`src/rtl/booth_rad4_pkg.sv`:
```
// Shared types and helpers for the radix-4 Booth sequential multiplier.
package booth_rad4_pkg;

  typedef enum logic [2:0] {BD_ZERO, BD_P1, BD_P2, BD_M1, BD_M2} booth_digit_e;

  typedef enum logic [1:0] {ST_IDLE, ST_RUN, ST_DONE} state_e;

  // W+1 bits rounded up to even, two bits per radix-4 digit
  function automatic int booth_ndig(input int w);
    return (w + 2) / 2;
  endfunction

endpackage

```
`src/rtl/booth_rad4_digit_enc.sv`:
```
// Radix-4 Booth digit encoder: multiplier triplet plus extended multiplicand in,
// digit, negate flag and ones-complemented multiple out (purely combinational).
module booth_rad4_digit_enc
  import booth_rad4_pkg::*;
#(
  parameter int W = 11
) (
  input  logic [2:0]   trip,
  input  logic [W+1:0] a_ext,
  output booth_digit_e digit,
  output logic         neg,
  output logic [W+1:0] mult
);

  always_comb begin
    digit = BD_ZERO;
    unique case (trip)
      3'b001, 3'b010: digit = BD_P1;
      3'b011:         digit = BD_P2;
      3'b100:         digit = BD_M2;
      3'b101, 3'b110: digit = BD_M1;
      default:        digit = BD_ZERO;
    endcase
  end

  // Negative multiples are ones-complemented here; the +1 enters the
  // accumulator adder as a carry-in at the digit's weight.
  always_comb begin
    neg  = 1'b0;
    mult = '0;
    case (digit)
      BD_P1: mult = a_ext;
      BD_P2: mult = {a_ext[W:0], 1'b0};
      BD_M1: begin
        mult = ~a_ext;
        neg  = 1'b1;
      end
      BD_M2: begin
        mult = ~{a_ext[W:0], 1'b0};
        neg  = 1'b1;
      end
      default: begin
        mult = '0;
        neg  = 1'b0;
      end
    endcase
  end

endmodule

```
`src/rtl/booth_rad4_seq_mult.sv`:
```
// Iterative radix-4 Booth multiplier, one digit per clock, valid/ready both sides.
// Optional early termination when the remaining multiplier bits are all-equal: BOOTH_SEQ_EARLY_TERM_EN.
module booth_rad4_seq_mult
  import booth_rad4_pkg::*;
#(
  parameter int W = 11
) (
  input  logic           clk,
  input  logic           rst_n,
  input  logic           in_valid,
  output logic           in_ready,
  input  logic           in_signed,
  input  logic [W-1:0]   a,
  input  logic [W-1:0]   b,
  output logic           out_valid,
  input  logic           out_ready,
  output logic [2*W-1:0] p
);

  localparam int EW   = ((W + 2) / 2) * 2;
  localparam int NDIG = booth_ndig(W);
  localparam int AW   = W + 2;
  localparam int ACW  = 2 * W + 2;
  localparam int IW   = $clog2(NDIG);

  state_e          state_reg, state_next;
  logic [AW-1:0]   a_reg;
  logic [EW-1:0]   b_reg;
  logic            prev_reg;
  logic [ACW-1:0]  acc_reg;
  logic [IW-1:0]   idx_reg;

  booth_digit_e    digit;
  logic            neg;
  logic [AW-1:0]   mult;
  logic [ACW-1:0]  mult_ext;
  logic [ACW-1:0]  part;
  logic [ACW-1:0]  cin;
  logic [ACW-1:0]  acc_sum;
  logic [EW-1:0]   b_shift;
  logic            prev_shift;
  logic            last_digit;
  logic            run_done;
  logic            accept;

  booth_rad4_digit_enc #(.W(W)) u_enc (
    .trip  ({b_reg[1:0], prev_reg}),
    .a_ext (a_reg),
    .digit (digit),
    .neg   (neg),
    .mult  (mult)
  );

  assign mult_ext = {{(ACW - AW){mult[AW-1]}}, mult};
  assign part     = mult_ext << {idx_reg, 1'b0};
  assign cin      = ACW'(neg) << {idx_reg, 1'b0};
  assign acc_sum  = acc_reg + part + cin;

  // b is consumed two bits per cycle; shifting in copies of the top bit keeps
  // the register equal to the unprocessed bits padded with their own sign
  assign b_shift    = {{2{b_reg[EW-1]}}, b_reg[EW-1:2]};
  assign prev_shift = b_reg[1];
  assign last_digit = (idx_reg == IW'(NDIG - 1));

`ifdef BOOTH_SEQ_EARLY_TERM_EN
  logic rest_zero;
  logic rest_ones;
  assign rest_zero = (b_shift == '0) && !prev_shift;
  assign rest_ones = (&b_shift) && prev_shift;
  assign run_done  = last_digit || rest_zero || rest_ones;
`else
  assign run_done  = last_digit;
`endif

  assign accept = in_valid && in_ready;
  assign p      = acc_reg[2*W-1:0];

  always_ff @(posedge clk or negedge rst_n) begin
    if (!rst_n) begin
      state_reg <= ST_IDLE;
    end else begin
      state_reg <= state_next;
    end
  end

  always_comb begin
    state_next = state_reg;
    in_ready   = 1'b0;
    out_valid  = 1'b0;
    case (state_reg)
      ST_IDLE: begin
        in_ready = 1'b1;
        if (in_valid) state_next = ST_RUN;
      end
      ST_RUN: begin
        if (run_done) state_next = ST_DONE;
      end
      ST_DONE: begin
        out_valid = 1'b1;
        if (out_ready) state_next = ST_IDLE;
      end
      default: state_next = ST_IDLE;
    endcase
  end

  always_ff @(posedge clk or negedge rst_n) begin
    if (!rst_n) begin
      a_reg    <= '0;
      b_reg    <= '0;
      prev_reg <= 1'b0;
      acc_reg  <= '0;
      idx_reg  <= '0;
    end else if (accept) begin
      a_reg    <= in_signed ? {{2{a[W-1]}}, a} : {2'b00, a};
      b_reg    <= in_signed ? {{(EW - W){b[W-1]}}, b} : {{(EW - W){1'b0}}, b};
      prev_reg <= 1'b0;
      acc_reg  <= '0;
      idx_reg  <= '0;
    end else if (state_reg == ST_RUN) begin
      if (digit != BD_ZERO) acc_reg <= acc_sum;
      b_reg    <= b_shift;
      prev_reg <= prev_shift;
      idx_reg  <= idx_reg + 1'b1;
    end
  end

endmodule

```
`config.mk`:
```
export PLATFORM = sky130hd
export DESIGN_NAME = booth_rad4_seq_mult
export DESIGN_NICKNAME = d
export VERILOG_FILES = /design/src/rtl/booth_rad4_pkg.sv /design/src/rtl/booth_rad4_digit_enc.sv /design/src/rtl/booth_rad4_seq_mult.sv
export SDC_FILE = /design/constraint.sdc
export NUM_CORES = 1
export LEC_CHECK = 0
export BUFFER_PORTS_ARGS = -buffer_cell sky130_fd_sc_hd__buf_2
export CAP_MARGIN = 20
export CORE_ASPECT_RATIO = 1.2
export CORE_UTILIZATION = 36
export CTS_BUF_LIST = sky130_fd_sc_hd__clkbuf_16
export CTS_CLUSTER_DIAMETER = 40
export CTS_CLUSTER_SIZE = 40
export DETAILED_ROUTE_END_ITERATION = 7
export SKIP_LAST_GASP = 1
export SLEW_MARGIN = 20
export SYNTH_ARGS = -nofsm -noshare
export SYNTH_HDL_FRONTEND = slang
export SYNTH_HIERARCHICAL = 1
export SYNTH_SLANG_ARGS = --single-unit
```
`constraint.sdc`:
```
create_clock -name clk -period 6.9 [get_ports clk]
set_input_delay 0 -clock clk [delete_from_list [all_inputs] [get_ports clk]]
set_output_delay 0 -clock clk [all_outputs]
set_load 0.1 [all_outputs]
```
After elaboration in Yosys (flattened, before gate mapping)
Cells that the tools add are included.
{"block": "word_totals", "ff_bits": 55, "in_bits": 27, "out_inout_bits": 24, "elab_cells": 60}
{"block": "op_classes", "n_addsub": 3, "eq_ne": 16, "shifts": 2, "n_mux": 20, "n_bitwise": 2, "reduce_logical": 10}
{"op": "24-bit 2-to-1 mux", "count": 3}
{"op": "13-bit one-hot mux with 4 select lines", "count": 1}
{"op": "24-bit adder", "count": 2}
{"op": "13-bit NOT", "count": 2}
{"op": "12-bit 2-to-1 mux", "count": 2}
{"op": "1-bit by 4-bit left shift with 24-bit output", "count": 1}
{"op": "24-bit by 4-bit left shift with 24-bit output", "count": 1}
{"op": "3-bit == test (second input constant)", "count": 5}
{"op": "13-bit 2-to-1 mux", "count": 1}
{"op": "3-bit by 2-bit == test with 1-bit output (second input constant)", "count": 4}
{"op": "3-bit one-hot mux with 4 select lines", "count": 1}
{"op": "11-bit 2-to-1 mux", "count": 1}
{"op": "3-bit by 1-bit == test with 1-bit output (second input constant)", "count": 2}
{"op": "2-bit 2-to-1 mux", "count": 3}
{"op": "3-bit 2-to-1 mux", "count": 2}
{"op": "2-bit inequality test (second input constant)", "count": 3}
{"op": "2-bit one-hot mux with 3 select lines", "count": 1}
{"op": "2-bit OR reduction", "count": 3}
{"op": "1-bit 2-to-1 mux", "count": 5}
{"op": "2-bit nonzero test", "count": 2}
{"op": "3-bit by 1-bit adder with 3-bit output (second input constant)", "count": 1}
{"op": "3-bit AND reduction", "count": 1}
{"op": "3-bit nonzero test", "count": 1}
{"op": "2-bit by 1-bit == test with 1-bit output (second input constant)", "count": 1}
{"op": "other kinds (4)", "count": 4}

Longest topological paths before layout
Gate-level depths: netlist (run 1).
{"block": "logic_depth", "word_depth": 11, "mapped_depth": 20, "ltp_nobuf": 17}

Cells and area by module
Netlist (run 1), hierarchy kept.
{"module": "booth_rad4_seq_mult", "instances": 1, "cells_each": 479, "area_each_um2": 4030.1, "seq_area_each_um2": 1301.2}
{"module": "booth_rad4_digit_enc", "instances": 1, "cells_each": 68, "area_each_um2": 600.6, "seq_area_each_um2": 0.0}

Least setup slack after synthesis (run 1)
OpenSTA, ideal clock, no wires.
{"block": "synth_path", "kind": "reg2reg", "start": "register b_reg[1]", "end": "register acc_reg[21]", "setup_time_ns": 0.170, "arrival_time_ns": 3.897, "t_required_ns": 6.730, "slack_ns": 2.834, "stages_incl_launch_ff": 17, "n_path_buf": 2, "period_less_slack_ns": 4.066, "path_cell_list": "dfrtp_1 buf_4 a21boi_0 mux2_2 mux2i_1 o21ai_0 mux2i_1 fa_1 inv_1 ha_1 buf_2 and3_1 and4_1 nor3b_1 a311oi_1 mux2_4 mux2i_1"}
{"block": "synth_between", "elab_chain_cells": 11, "elab_cells_between_ends": 26, "cone_classes": "add/sub: 2; eq/ne: 10; shift: 2; mux: 6; reduce/logical: 6"}
{"element": "from (decl)", "line": "booth_rad4_seq_mult.sv:28", "source": "logic [EW-1:0] b_reg;"}
{"element": "from (signal assigned)", "line": "booth_rad4_seq_mult.sv:115", "source": "b_reg <= in_signed ? {{(EW - W){b[W-1]}}, b} : {{(EW - W){1'b0}}, b};"}
{"element": "from (signal assigned)", "line": "booth_rad4_seq_mult.sv:121", "source": "b_reg <= b_shift;"}
{"element": "3-bit == test, or another cell as far along", "line": "booth_rad4_digit_enc.sv:17", "source": "unique case (trip)"}
{"element": "2-bit OR reduction", "line": "booth_rad4_digit_enc.sv:17"}
{"element": "3-bit one-hot mux with 4 select lines (*)", "line": "booth_rad4_digit_enc.sv:17"}
{"element": "3-bit by 2-bit == test with 1-bit output / 3-bit == test (equally long branches)", "line": "booth_rad4_digit_enc.sv:31", "source": "case (digit)"}
{"element": "2-bit OR reduction (no line) (*)"}
{"element": "1-bit 2-to-1 mux (*)", "line": "booth_rad4_digit_enc.sv:31"}
{"element": "via neg", "line": "booth_rad4_seq_mult.sv:34", "source": "logic neg;"}
{"element": "1-bit by 4-bit left shift with 24-bit output (*)", "line": "booth_rad4_seq_mult.sv:56", "source": "assign cin = ACW'(neg) << {idx_reg, 1'b0};"}
{"element": "24-bit adder (*)", "line": "booth_rad4_seq_mult.sv:57", "source": "assign acc_sum = acc_reg + part + cin;"}
{"element": "24-bit 2-to-1 mux (*)", "line": "booth_rad4_seq_mult.sv:120", "source": "if (digit != BD_ZERO) acc_reg <= acc_sum;"}
{"element": "24-bit 2-to-1 mux (*)", "line": "booth_rad4_seq_mult.sv:119", "source": "end else if (state_reg == ST_RUN) begin"}
{"element": "24-bit 2-to-1 mux (*)", "line": "booth_rad4_seq_mult.sv:113", "source": "end else if (accept) begin"}
{"element": "to (signal assigned)", "line": "booth_rad4_seq_mult.sv:120"}
{"element": "to (decl)", "line": "booth_rad4_seq_mult.sv:30", "source": "logic [ACW-1:0] acc_reg;"}
Mark *: on every way through the listed nets, which the timed path passes. The rest lies on a longest branch. The select of a mux whose other input is x is not followed.
A chain may end at the register's enable or synchronous reset.

Worst setup path after layout (run 1)
{"block": "layout_path", "start": "register b_reg[0]", "end": "register acc_reg[21]"}
{"block": "layout_between", "elab_chain_cells": 11, "elab_cells_between_ends": 26, "cone_classes": "add/sub: 2; eq/ne: 10; shift: 2; mux: 6; reduce/logical: 6"}
{"element": "3-bit == test, or another cell as far along", "line": "booth_rad4_digit_enc.sv:17"}
{"element": "2-bit OR reduction", "line": "booth_rad4_digit_enc.sv:17"}
{"element": "3-bit one-hot mux with 4 select lines (*)", "line": "booth_rad4_digit_enc.sv:17"}
{"element": "3-bit == test, or another cell as far along", "line": "booth_rad4_digit_enc.sv:31"}
{"element": "13-bit one-hot mux with 4 select lines (*)", "line": "booth_rad4_digit_enc.sv:31"}
{"element": "via mult[2]", "line": "booth_rad4_seq_mult.sv:35", "source": "logic [AW-1:0] mult;"}
{"element": "24-bit by 4-bit left shift with 24-bit output (*)", "line": "booth_rad4_seq_mult.sv:55", "source": "assign part = mult_ext << {idx_reg, 1'b0};"}
{"element": "24-bit adder (*) (2 in series)", "line": "booth_rad4_seq_mult.sv:57"}
{"element": "24-bit 2-to-1 mux (*)", "line": "booth_rad4_seq_mult.sv:120"}
{"element": "24-bit 2-to-1 mux (*)", "line": "booth_rad4_seq_mult.sv:119"}
{"element": "24-bit 2-to-1 mux (*)", "line": "booth_rad4_seq_mult.sv:113"}
Marked as above.

==> results of run 1 <==
==> metrics by stage <==
step	instances	setup WS, ns	area, um^2	utilization (%)	hold WS [ns]
after floorplan	547	2.834	4631	-	-0.2956
after global placement	727	2.070	4942	39.19	0.1659
after detailed placement	727	1.907	4942	39.19	0.1786
after CTS	760	1.875	5346	42.39	0.2262
after global routing	760	1.453	5346	42.39	0.2688
final	760	1.912	5346	42.39	0.2107
==> placed cells by master (no fill, tap or decap), types with 12 or more instances in the layout <==
| master | Yosys | layout |
|---|---|---|
| a21oi_1 | 33 | 33 |
| buf_2 | 6 | 50 |
| dfrtp_1 | 52 | 52 |
| dlygate4sd3_1 | 0 | 25 |
| ha_1 | 35 | 35 |
| inv_1 | 30 | 30 |
| mux2i_1 | 12 | 12 |
| nand2_1 | 85 | 85 |
| nand3_1 | 33 | 33 |
| nand4b_1 | 13 | 13 |
| nor2_1 | 22 | 22 |
| o21ai_0 | 14 | 14 |
| o21ai_1 | 21 | 21 |
| xnor2_1 | 20 | 20 |
==> cell type report <==
cell class,instances,area [um^2]
Fill cell,1279,7266
Multi-Input combinational cell,424,3020
Sequential cell,52,1301
Timing Repair Buffer,82,553.0
Tap cell,164,205.2
Clock buffer,5,125.1
Inverter,30,112.6
Clock inverter,3,28.78
==> how the worst max path moves through the flow <==
stage	from	end
3_5_place_dp	b_reg[0]	acc_reg[21]
2_1_floorplan	b_reg[1]	acc_reg[21]
4_1_cts	b_reg[0]	acc_reg[21]
3_3_place_gp	b_reg[0]	acc_reg[21]
5_1_grt	b_reg[0]	acc_reg[21]
6_report	b_reg[0]	acc_reg[21]
==> metal layers <==
layer  global-route usage (%)  up-vias
li1                         -     2029
met3                    2.226       15
met5                        0        -
met2                    30.07       66
met4                    5.882        0
met1                    21.64     1854
==> kinds of logic after synthesis <==
| logic type | synth area share (%) |
|---|---|
| AOI/OAI and AO/OA | 18.83 |
| xor gates and xnor gates | 5.863 |
| adders and majority gates | 13.35 |
| buffers and inverters | 6.674 |
| DFF | 28.10 |
| muxes | 4.863 |
| and+or+nand+nor | 22.32 |
==> critical path, delay by kind of cell, from the launching register on <==
family          cells  cell delay [ns]
xor+xnor            1             0.19
fa+ha+maj           2             0.78
compound gates      7             1.68
mux                 3             0.81
simple gates        2             0.20
buf+inv             2             0.32
flops               1             0.89
==> timing repair <==
action                                 CTS  global route
setup buffers                            0             0
hold buffers                            25             0
endpoints found under the hold margin   77             0
==> impl_metrics.ini, run 1 <==
[clocking]
cts-root-buf = clkbuf_16
cts.htree.levels = 2
cts_made_buffers = 5
clock_latency_ns = 0.30
clockBufferDepth = 2
cts_tree = done
cts_resized = 0
clock_sinks = 52
clk_pin_slew_ns = 0.08

[synth]
synth-main-ff-cell = dfrtp_1
yosysUniqueCellTypes = 53
ys_top_cells_by_area = dfrtp_1 28%, ha_1 9.5%, nand2_1 6.9%, fa_1 3.9%, xnor2_1 3.8%
yosys_warnings = 6
synthArstFlopShare_pct = 100.0
syn_avg_cell_area_um2 = 8.466
synth_nets = 618
yosys.area.top_type = dfrtp_1
synth_top_area_share_pct = 28.10
yosysSeqAreaShare_pct = 28.10
syn_area_mm2 = 0.004631
ys_seq_elements = 52
synth_cells = 547
synth_edf_count = 0
synthTopCellsByCount = 85 x nand2_1, 52 x dfrtp_1, 35 x ha_1, 33 x a21oi_1, 33 x nand3_1
yosysMostFrequentCell = nand2_1

[setup_path]
cp.arrival_ns = 5.20
worst_r2r_endpoint = acc_reg[21]
cp-end-kind = flip-flop
worst_path_max_delay_cell = dfrtp_1
reg2reg_slack_ns = 1.91
slowest_delay_ns = 0.89
worst-path-max-fanout = 31
path_class = flip-flop to flip-flop
cp-start-kind = flip-flop
cp_cell_sequence = xnor2_1, buf_4, o211ai_1, mux2_2, a21oi_1, nor2_1, a31oi_1, fa_1, inv_1, ha_1, a21oi_1, o21ai_1, a31oi_1, nor3b_1, a311oi_1, mux2_4, mux2i_1
cp.required_ns = 7.12
r2r_cells = 17
r2r_start = b_reg[0]

[detailed_routing]
ant_nets = 0
wl_um = 10630
routedWlPerCell_um = 13.98
viasPerCell = 5.216
drt_iter0_markers = 147
via_count = 3964
routed-wl-met3_um = 278
top_signal_layer_used = met4
drc = 0
dr_wl_met2_um = 5224
drt-met1-wl_um = 4878
first_pass_iters = 4

[global_route]
grt_overflow = 0
grt_max_degree = 53
track_usage_pct = 17.16
antenna_found_initial = 0
grt_pass1_vias = 3849
grt_pass1_wl_um = 18590

[placement]
gp_congestion = 0.8902
port_buffers = 50
dp_hpwl_um = 7989

[sta]
fin_setup_tns_ns = 0
hold_viol = 0
maxSlewHeadroom_pct = 33.24
maxSlewViolCount = 0
setup_viol = 0
finClkSkew_ns = 0.01073
fin_crit_sh_pct = 72.30
rsz0062_at_grt = false
worst_pin_slew_ns = 1.001
fin_crit_ns = 4.988
fmax_ghz = 0.2005

[status]
status = finished, final reports clean

[min_path]
hold_path_class = input port to flip-flop
hold_depth = 4
hp-start = in_valid
holdPathEnd = state_reg[0]

[floorplanning]
core_mm2 = 0.01261
fp.dieArea_mm2 = 0.01332
die_y_um = 126.2
rows = 45
io_pins = 51
start_util_pct = 36.72
die_x_um = 105.5

[job]
maxCapViolCount = 0

[finish]
drive_gt1_share_pct = 13.93
area_growth_pct = 15.46
nets = 666
antennaDiodeCount = 0
largest_reg_flops = 22
Power of run 1 is left out: the tool's default activity adds up to more than one toggle a clock period on the data nets, which glitch-free logic cannot reach.
==> inputs of run 2 (changes only) <==
- clock period: 6.9 -> 4.7 ns (I/O delays scaled with it)
==> impl_metrics.ini, run 2 (synthesis results as in run 1) <==
[setup_path]
reg2reg_slack_ns = 0.28
cp.arrival_ns = 4.60
r2r_start = prev_reg
r2r_cells = 16
path_class = flip-flop to flip-flop
cp-start-kind = flip-flop
worst_r2r_endpoint = acc_reg[21]
cp-end-kind = flip-flop
cp.required_ns = 4.89
worst-path-max-fanout = 20

[sta]
fin_crit_ns = 4.415
fmax_ghz = 0.2265
worst_pin_slew_ns = 0.9708
maxSlewViolCount = 0
hold_viol = 0
finClkSkew_ns = 0.006368
maxSlewHeadroom_pct = 35.28
fin_crit_sh_pct = 93.94
setup_viol = 0
worst_slack_ns = 0.2850
rsz0062_at_grt = false
fin_setup_tns_ns = 0

[clocking]
cts_tree = done
clk_pin_slew_ns = 0.08
clockBufferDepth = 2
cts-root-buf = clkbuf_16
clock_latency_ns = 0.30
cts.htree.levels = 2
clock_sinks = 52
cts_made_buffers = 5

[detailed_routing]
routedWlPerCell_um = 14.21
viasPerCell = 5.225
drt-met1-wl_um = 4939
first_pass_iters = 4
routed-wl-met3_um = 334
dr_wl_met2_um = 5486
drt_iter0_markers = 233
via_count = 4018
top_signal_layer_used = met4
drc = 0
wl_um = 10930
ant_nets = 0

[finish]
final_cell_mix = 85 x nand2_1, 51 x dfrtp_1, 50 x buf_2
antennaDiodeCount = 0
nets = 675
layout_commonest_cell = nand2_1
largest_reg_flops = 22
area_growth_pct = 17.86
drive_gt1_share_pct = 15.70

[floorplanning]
die_x_um = 105.5
start_util_pct = 36.72
die_y_um = 126.2
io_pins = 51
rows = 45
fp.dieArea_mm2 = 0.01332
core_mm2 = 0.01261

[status]
status = finished, final reports clean

[placement]
gp_congestion = 0.8731
dp_hpwl_um = 8276
place_ws_ns = 0.1350
port_buffers = 50

[global_route]
grt_overflow = 0
grt_pass1_wl_um = 18770
track_usage_pct = 17.39
grt_pass1_vias = 3954
grt_max_degree = 53
antenna_found_initial = 0

[min_path]
hold_path_class = input port to flip-flop
holdPathEnd = state_reg[0]
hold_depth = 4
hp-start = in_valid

[job]
maxCapViolCount = 0
## run 2: cell type report
class / count / area [um^2]
Clock buffer: 5 / 125.1
Multi-Input combinational cell: 424 / 3035
Inverter: 30 / 112.6
Sequential cell: 52 / 1303
Tap cell: 164 / 205.2
Fill cell: 1291 / 7154
Clock inverter: 3 / 28.78
Timing Repair Buffer: 91 / 648.1
## run 2: worst max-delay path, stage by stage, from the launching register on
cell and delay, ns:
dfrtp_2 0.48, buf_4 0.22, or4b_4 0.54, o211ai_2 0.09, mux2_2 0.19, nor2_1 0.04, a21oi_1 0.20, a21oi_1 0.15
fa_1 0.52, inv_1 0.04, ha_1 0.38, and3_1 0.24, and4_1 0.23, nor3b_2 0.17, a311oi_1 0.35, mux2_4 0.34
mux2i_1 0.11
## run 2: worst max path at each step
| stage | cells after the start | endpoint | slack, ns | from |
|---|---|---|---|---|
| 2_1_floorplan | 16 | acc_reg[21] | 0.63 | b_reg[1] |
| 3_5_place_dp | 16 | acc_reg[21] | 0.13 | prev_reg |
| 4_1_cts | 16 | acc_reg[21] | 0.11 | prev_reg |
| 3_3_place_gp | 15 | acc_reg[21] | 0.26 | prev_reg |
| 5_1_grt | 15 | acc_reg[21] | 0.03 | prev_reg |
| 6_report | 16 | acc_reg[21] | 0.28 | prev_reg |
## run 2: what timing repair did
item | in CTS | in global routing
hold endpoints to repair | 77 | 0
endpoints found under the setup margin | 0 | 6
buffers inserted | 0 | 1
gates resized for setup | 0 | 6
hold buffers | 26 | 0
## run 2: routing by layer
metal	vias up	track usage [%]
met4	0	5.474
li1	2050	-
met3	13	2.484
met2	77	30.69
met1	1878	21.80
met5	-	0
## run 2: stage by stage
step / utilization [%] / hold slack (ns) / cells / instance area [um^2]
5_1_grt: 43.27 / 0.2312 / 769 / 5458
3_5_place_dp: 39.80 / 0.1837 / 734 / 5020
2_1_floorplan: - / -0.2956 / 547 / 4631
3_3_place_gp: 39.80 / 0.1736 / 734 / 5020
6_report: 43.27 / 0.2164 / 769 / 5458
4_1_cts: 43.09 / 0.2156 / 768 / 5434
Power of run 2 is left out for the same reason.
